### src/rtl/pwm_demodulator.sv
// PWM demodulator: measures the period and high time of an asynchronous PWM
// stream between consecutive rising edges. It recovers the modulating sample
// that a triangle-carrier comparator would have produced. An input that stops
// toggling for TIMEOUT clocks is reported as stuck high or stuck low.
//
// state | meaning
// ------+--------------------------------------------------------------
// IDLE  | no period in progress; waiting for a rising edge to start one
// MEAS  | counting period and high clocks since the last rising edge
module pwm_demodulator #(
    parameter int WIDTH_TRIANG = 6,
    parameter int CNT_W        = 8,
    parameter int TIMEOUT      = 255
) (
    input  logic                    clk,
    input  logic                    rst,
    input  logic                    pwm_in,
    output logic [CNT_W-1:0]        duty,
    output logic [CNT_W-1:0]        period,
    output logic [WIDTH_TRIANG-1:0] sample,
    output logic                    valid,
    output logic                    stuck_hi,
    output logic                    stuck_lo
);

    localparam logic [0:0] IDLE = 1'b0;
    localparam logic [0:0] MEAS = 1'b1;

    localparam logic [CNT_W-1:0] TIMEOUT_CNT = CNT_W'(TIMEOUT);
    localparam logic [CNT_W-1:0] CNT_ONE     = CNT_W'(1);
    localparam logic [CNT_W:0]   SAMPLE_MAX  = (CNT_W+1)'((1 << WIDTH_TRIANG) - 1);

    logic                    s1, s2, s3;
    logic                    rise;
    logic                    timeout;
    logic [0:0]              state;
    logic [CNT_W-1:0]        period_cnt;
    logic [CNT_W-1:0]        high_cnt;
    logic [CNT_W:0]          half_cnt;
    logic [WIDTH_TRIANG-1:0] sample_next;

    // Two-flop synchronizer plus a history flop for rising-edge detection.
    always_ff @(posedge clk or posedge rst) begin
        if (rst) begin
            s1 <= 1'b0;
            s2 <= 1'b0;
            s3 <= 1'b0;
        end else begin
            s1 <= pwm_in;
            s2 <= s1;
            s3 <= s2;
        end
    end

    assign rise    = s2 & ~s3;
    assign timeout = (period_cnt == TIMEOUT_CNT);

    // A comparator that is high when value > carrier stays high for 2s-1 clocks.
    // Rounding (high+1)/2 therefore inverts it, saturated to the sample range.
    always_comb begin
        half_cnt = ({1'b0, high_cnt} + (CNT_W+1)'(1)) >> 1;
        if (half_cnt > SAMPLE_MAX) begin
            sample_next = '1;
        end else begin
            sample_next = half_cnt[WIDTH_TRIANG-1:0];
        end
    end

    // Measurement FSM: counters, registered results and the one-cycle valid strobe.
    always_ff @(posedge clk or posedge rst) begin
        if (rst) begin
            state      <= IDLE;
            period_cnt <= '0;
            high_cnt   <= '0;
            duty       <= '0;
            period     <= '0;
            sample     <= '0;
            valid      <= 1'b0;
            stuck_hi   <= 1'b0;
            stuck_lo   <= 1'b0;
        end else begin
            valid <= 1'b0;
            case (state)
                IDLE: begin
                    if (rise) begin
                        state      <= MEAS;
                        period_cnt <= CNT_ONE;
                        high_cnt   <= CNT_ONE;
                    end
                end
                MEAS: begin
                    // A rise wins over a coincident timeout.
                    if (rise) begin
                        duty       <= high_cnt;
                        period     <= period_cnt;
                        sample     <= sample_next;
                        stuck_hi   <= 1'b0;
                        stuck_lo   <= 1'b0;
                        valid      <= 1'b1;
                        period_cnt <= CNT_ONE;
                        high_cnt   <= CNT_ONE;
                    end else if (timeout) begin
                        // Report once, then park in IDLE so a constant input stays quiet.
                        valid  <= 1'b1;
                        period <= '0;
                        if (s2) begin
                            duty     <= '1;
                            sample   <= '1;
                            stuck_hi <= 1'b1;
                            stuck_lo <= 1'b0;
                        end else begin
                            duty     <= '0;
                            sample   <= '0;
                            stuck_hi <= 1'b0;
                            stuck_lo <= 1'b1;
                        end
                        state <= IDLE;
                    end else begin
                        period_cnt <= period_cnt + CNT_ONE;
                        high_cnt   <= high_cnt + CNT_W'(s2);
                    end
                end
                default: begin
                    state <= IDLE;
                end
            endcase
        end
    end

endmodule

### config.mk
export PLATFORM = sky130hd
export DESIGN_NAME = pwm_demodulator
export DESIGN_NICKNAME = d
export VERILOG_FILES = /design/src/rtl/pwm_demodulator.sv
export SDC_FILE = /design/constraint.sdc
export NUM_CORES = 1
export LEC_CHECK = 0
export ABC_AREA = 1
export CAP_MARGIN = 10
export CORE_MARGIN = 2
export CORE_UTILIZATION = 45
export DETAILED_ROUTE_END_ITERATION = 10
export GPL_TIMING_DRIVEN = 0
export PLACE_DENSITY = 0.74
export REMOVE_ABC_BUFFERS = 1
export SYNTH_ARGS = -nofsm -noshare
export SYNTH_HDL_FRONTEND = slang
export SYNTH_SLANG_ARGS = --single-unit
### constraint.sdc
create_clock -name clk -period 1.8 [get_ports clk]
set_clock_uncertainty 0.05 [all_clocks]
set_input_delay 0.45 -clock clk [delete_from_list [all_inputs] [get_ports clk]]
set_output_delay 0.45 -clock clk [all_outputs]
set_load 0.02 [all_outputs]
==> results_dict.tcl <==
set metrics [dict create \
    outcome "complete, no violations" \
    worst_slew_pin_slew_ns 0.635 \
    viasPerCell 5.34 \
    rows 25 \
    p_leak_nw 1.37 \
    cp.arrival_ns 1.27 \
    core-area_um2 4690 \
    first_pass_iters 4 \
    swShare 0.312 \
    clockRootBuffer "clkbuf_8" \
    place_ws_ns -0.288 \
    hold_buffers 0 \
    cts.reportedPaths.clkPinSlew_ns 0.08 \
    route.detailed.drc 0 \
    syn_area_per_cell_um2 8.23 \
    grt_pass1_wl_um 7730 \
    grt_pass1_vias 1718 \
    clock_path_buffers 2 \
    path_buf_inv 1 \
    drt_iter0_markers 143 \
    hpwlAfterDp_um 3080 \
    end_kind "output port" \
    die_y_um 73.6 \
    p_int_w 0.00206 \
    fmax_mhz 566 \
    detail-route-antenna-nets 0 \
    grt-busiest-layer "met2" \
    grt_usage 0.184 \
    synth.largest_area_cell "dfrtp_1" \
    critPathSlowestCell "clkdlybuf4s50_1" \
    setup_viol 0 \
    critPathTopFamily "buffers and inverters" \
    routed_wl_um 4820 \
    netlist_area_um2 2180 \
    antenna_found_initial 0 \
    yosys_warnings 0 \
    grtUsageMet1 0.235 \
    cts_tree "built" \
    drive_gt1_frac 0.124 \
    finalCriticalPeriod_ns 1.77 \
    dieWidth_um 73.6 \
    gr-usage-met3 0.0329 \
    io_buffers 27 \
    timing_hold_violations_final 0 \
    combPwrFrac 0.251 \
    fin_ws_ns 0.0322 \
    slowest_delay_ns 0.60 \
    synth_top_area_frac 0.516 \
    p_seq_frac 0.446 \
    fin_util 0.582 \
    grt_max_degree 30 \
    period_share 0.982 \
    die-area_um2 5420 \
    clock_latency_ns 0.30 \
    wire_per_inst_um 13.7 \
    syn_to_final_growth_pct 25.2 \
    p_per_area_nw_per_um2 1100 \
    ys_seq_elements 45 \
    min-delay-path-class "reg -> reg" \
    slew_viol_final 0 \
    worstPathCellList "clkdlybuf4s50_1" \
    synth.area.top_cells "dfrtp_1 (52%), nand2_1 (14%), o21ai_1 (4.6%), inv_1 (4.0%), nand3_1 (3.7%)" \
    initial_utilization 0.465 \
    p_sw_w 0.000933 \
    critPathMaxFanout 2 \
    synth-seq-area-share 0.516 \
    boundaryPins 28 \
    cts_sinks 45 \
    cp-start-kind "register" \
    grt.overflow.total 0 \
    drv_cap 0 \
    synth.distinct_cells 29 \
    slew-limit-headroom 0.577 \
    pwr-share-clk 0.303 \
    syn_inst 265 \
    cts_made_buffers 5 \
    nNetsFinal 305 \
    n_antenna_cell 0 \
    routabilityCongestion 0.858 \
    required_ns 1.30 \
    use_met2 0.313 \
    h-tree-depth 2 \
    crit_type "reg -> out" \
    max-vdd-ir-drop_mv 0.615 \
    via_count 1886 \
]
## state kept, by name, indices dropped and copies added, names as in the netlist, 6 cells and up
| register | cells |
|---|---|
| sample | 6 |
| high_cnt | 8 |
| period | 8 |
| period_cnt | 8 |
| duty | 8 |
## final timing paths
kind | slack (ns) | to | start | depth (start not counted)
min in group asynchronous | 0.38 | period[6]$_DFFE_PP0P_ | rst | 2
hold / removal | 0.30 | s2$_DFF_PP0_ | s1$_DFF_PP0_ | 0
max in group asynchronous | 0.84 | s3$_DFF_PP0_ | rst | 3
setup / recovery | 0.03 | duty[7] | duty[7]$_DFFE_PP0P_ | 1
setup reg to reg | 0.11 | sample[4]$_DFFE_PP0P_ | period_cnt[1]$_DFFE_PP0P_ | 9
hold reg to reg | 0.30 | s2$_DFF_PP0_ | s1$_DFF_PP0_ | 0
## layout make-up
class                           count  area [um^2]
Tap cell                           54         67.6
Multi-Input combinational cell    188          962
Sequential cell                    45         1130
Clock buffer                        5         68.8
Fill cell                         428         1960
Inverter                           26          100
Clock inverter                      3         65.1
Timing Repair Buffer               32          338
## per-stage QoR
step           total power [W]  hold WS (ns)  cell area (um^2)  std cells  TNS [ns]
2_1_floorplan          0.00177         0.281              2130        256         0
3_3_place_gp           0.00205         0.286              2460        337    -30.66
3_5_place_dp           0.00208         0.285              2480        338     -2.45
4_1_cts                0.00298         0.303              2650        347         0
5_1_grt                0.00316         0.317              2730        353  -0.00598
6_report               0.00300         0.304              2730        353         0
## routing by layer
| metal | routed length [um] | up-vias |
|---|---|---|
| met1 | 2230 | 919 |
| met2 | 2370 | 37 |
| met3 | 151 | 7 |
| met5 | 0 | - |
| met4 | 64 | 0 |
| li1 | - | 923 |
## cell families (layout without fill, tap and decap cells)
kind of cell	Yosys count	count (layout)	synth area share
buffers and inverters	35	66	0.0705
adder cells (fa/ha/maj)	4	4	0.0229
flip-flops	45	45	0.516
AO/OA/AOI/OAI	45	45	0.111
XOR/XNOR	2	2	0.00803
AND/OR/NAND/NOR	134	137	0.272
## power by group through the flow
stage / logic, W / clock network (W) / registers (W)
after floorplan: 0.000338 / 0 / 0.00143
after global routing: 0.000842 / 0.000960 / 0.00136
after global placement: 0.000702 / 0 / 0.00135
after CTS: 0.000734 / 0.000914 / 0.00134
after detailed placement: 0.000726 / 0 / 0.00135
final: 0.000752 / 0.000909 / 0.00133
## Yosys cell counts
library cell / count
a21oi_1: 2
a31oi_1: 1
buf_2: 6
buf_4: 2
buf_6: 1
dfrtp_1: 45
ha_1: 4
inv_1: 23
inv_2: 3
nand2_1: 81
nand2_2: 3
nand2_4: 1
nand3_1: 16
nand3_2: 1
nand4_1: 5
nor2_1: 19
nor2_2: 3
nor2_4: 1
nor2_8: 1
nor3_1: 2
o2111ai_1: 1
o21ai_0: 16
o21ai_1: 20
o21bai_1: 3
o22ai_1: 1
o31ai_1: 1
or2_2: 1
xnor2_1: 1
xor2_1: 1
## cell usage in the layout, fill, tap and decap left out, types with 2 or more instances in the layout
cell and n:
bufinv_16 2, o21ai_0 16, clkbuf_8 5, inv_1 22, nor2_2 3, o21ai_1 20
dlymetal6s2s_1 7, clkdlybuf4s50_1 20, nand3_1 16, dfrtp_1 42, buf_4 4, nand2_1 79
nand2_4 4, nand4_1 5, inv_2 3, o21bai_1 3, nor3_1 2, dfrtp_2 3
a21oi_1 2, nor2_4 2, nor2_1 19, nand2_2 3, ha_1 3
## repair_timing
action / 4_1_cts / 5_1_grt
pin swaps: 2 / 4
resized for setup: 5 / 13
endpoints found under the setup margin: 25 / 24
cloned: 1 / 2
buffers inserted: 0 / 4
No activity file was read; power rests on OpenSTA's default activity.
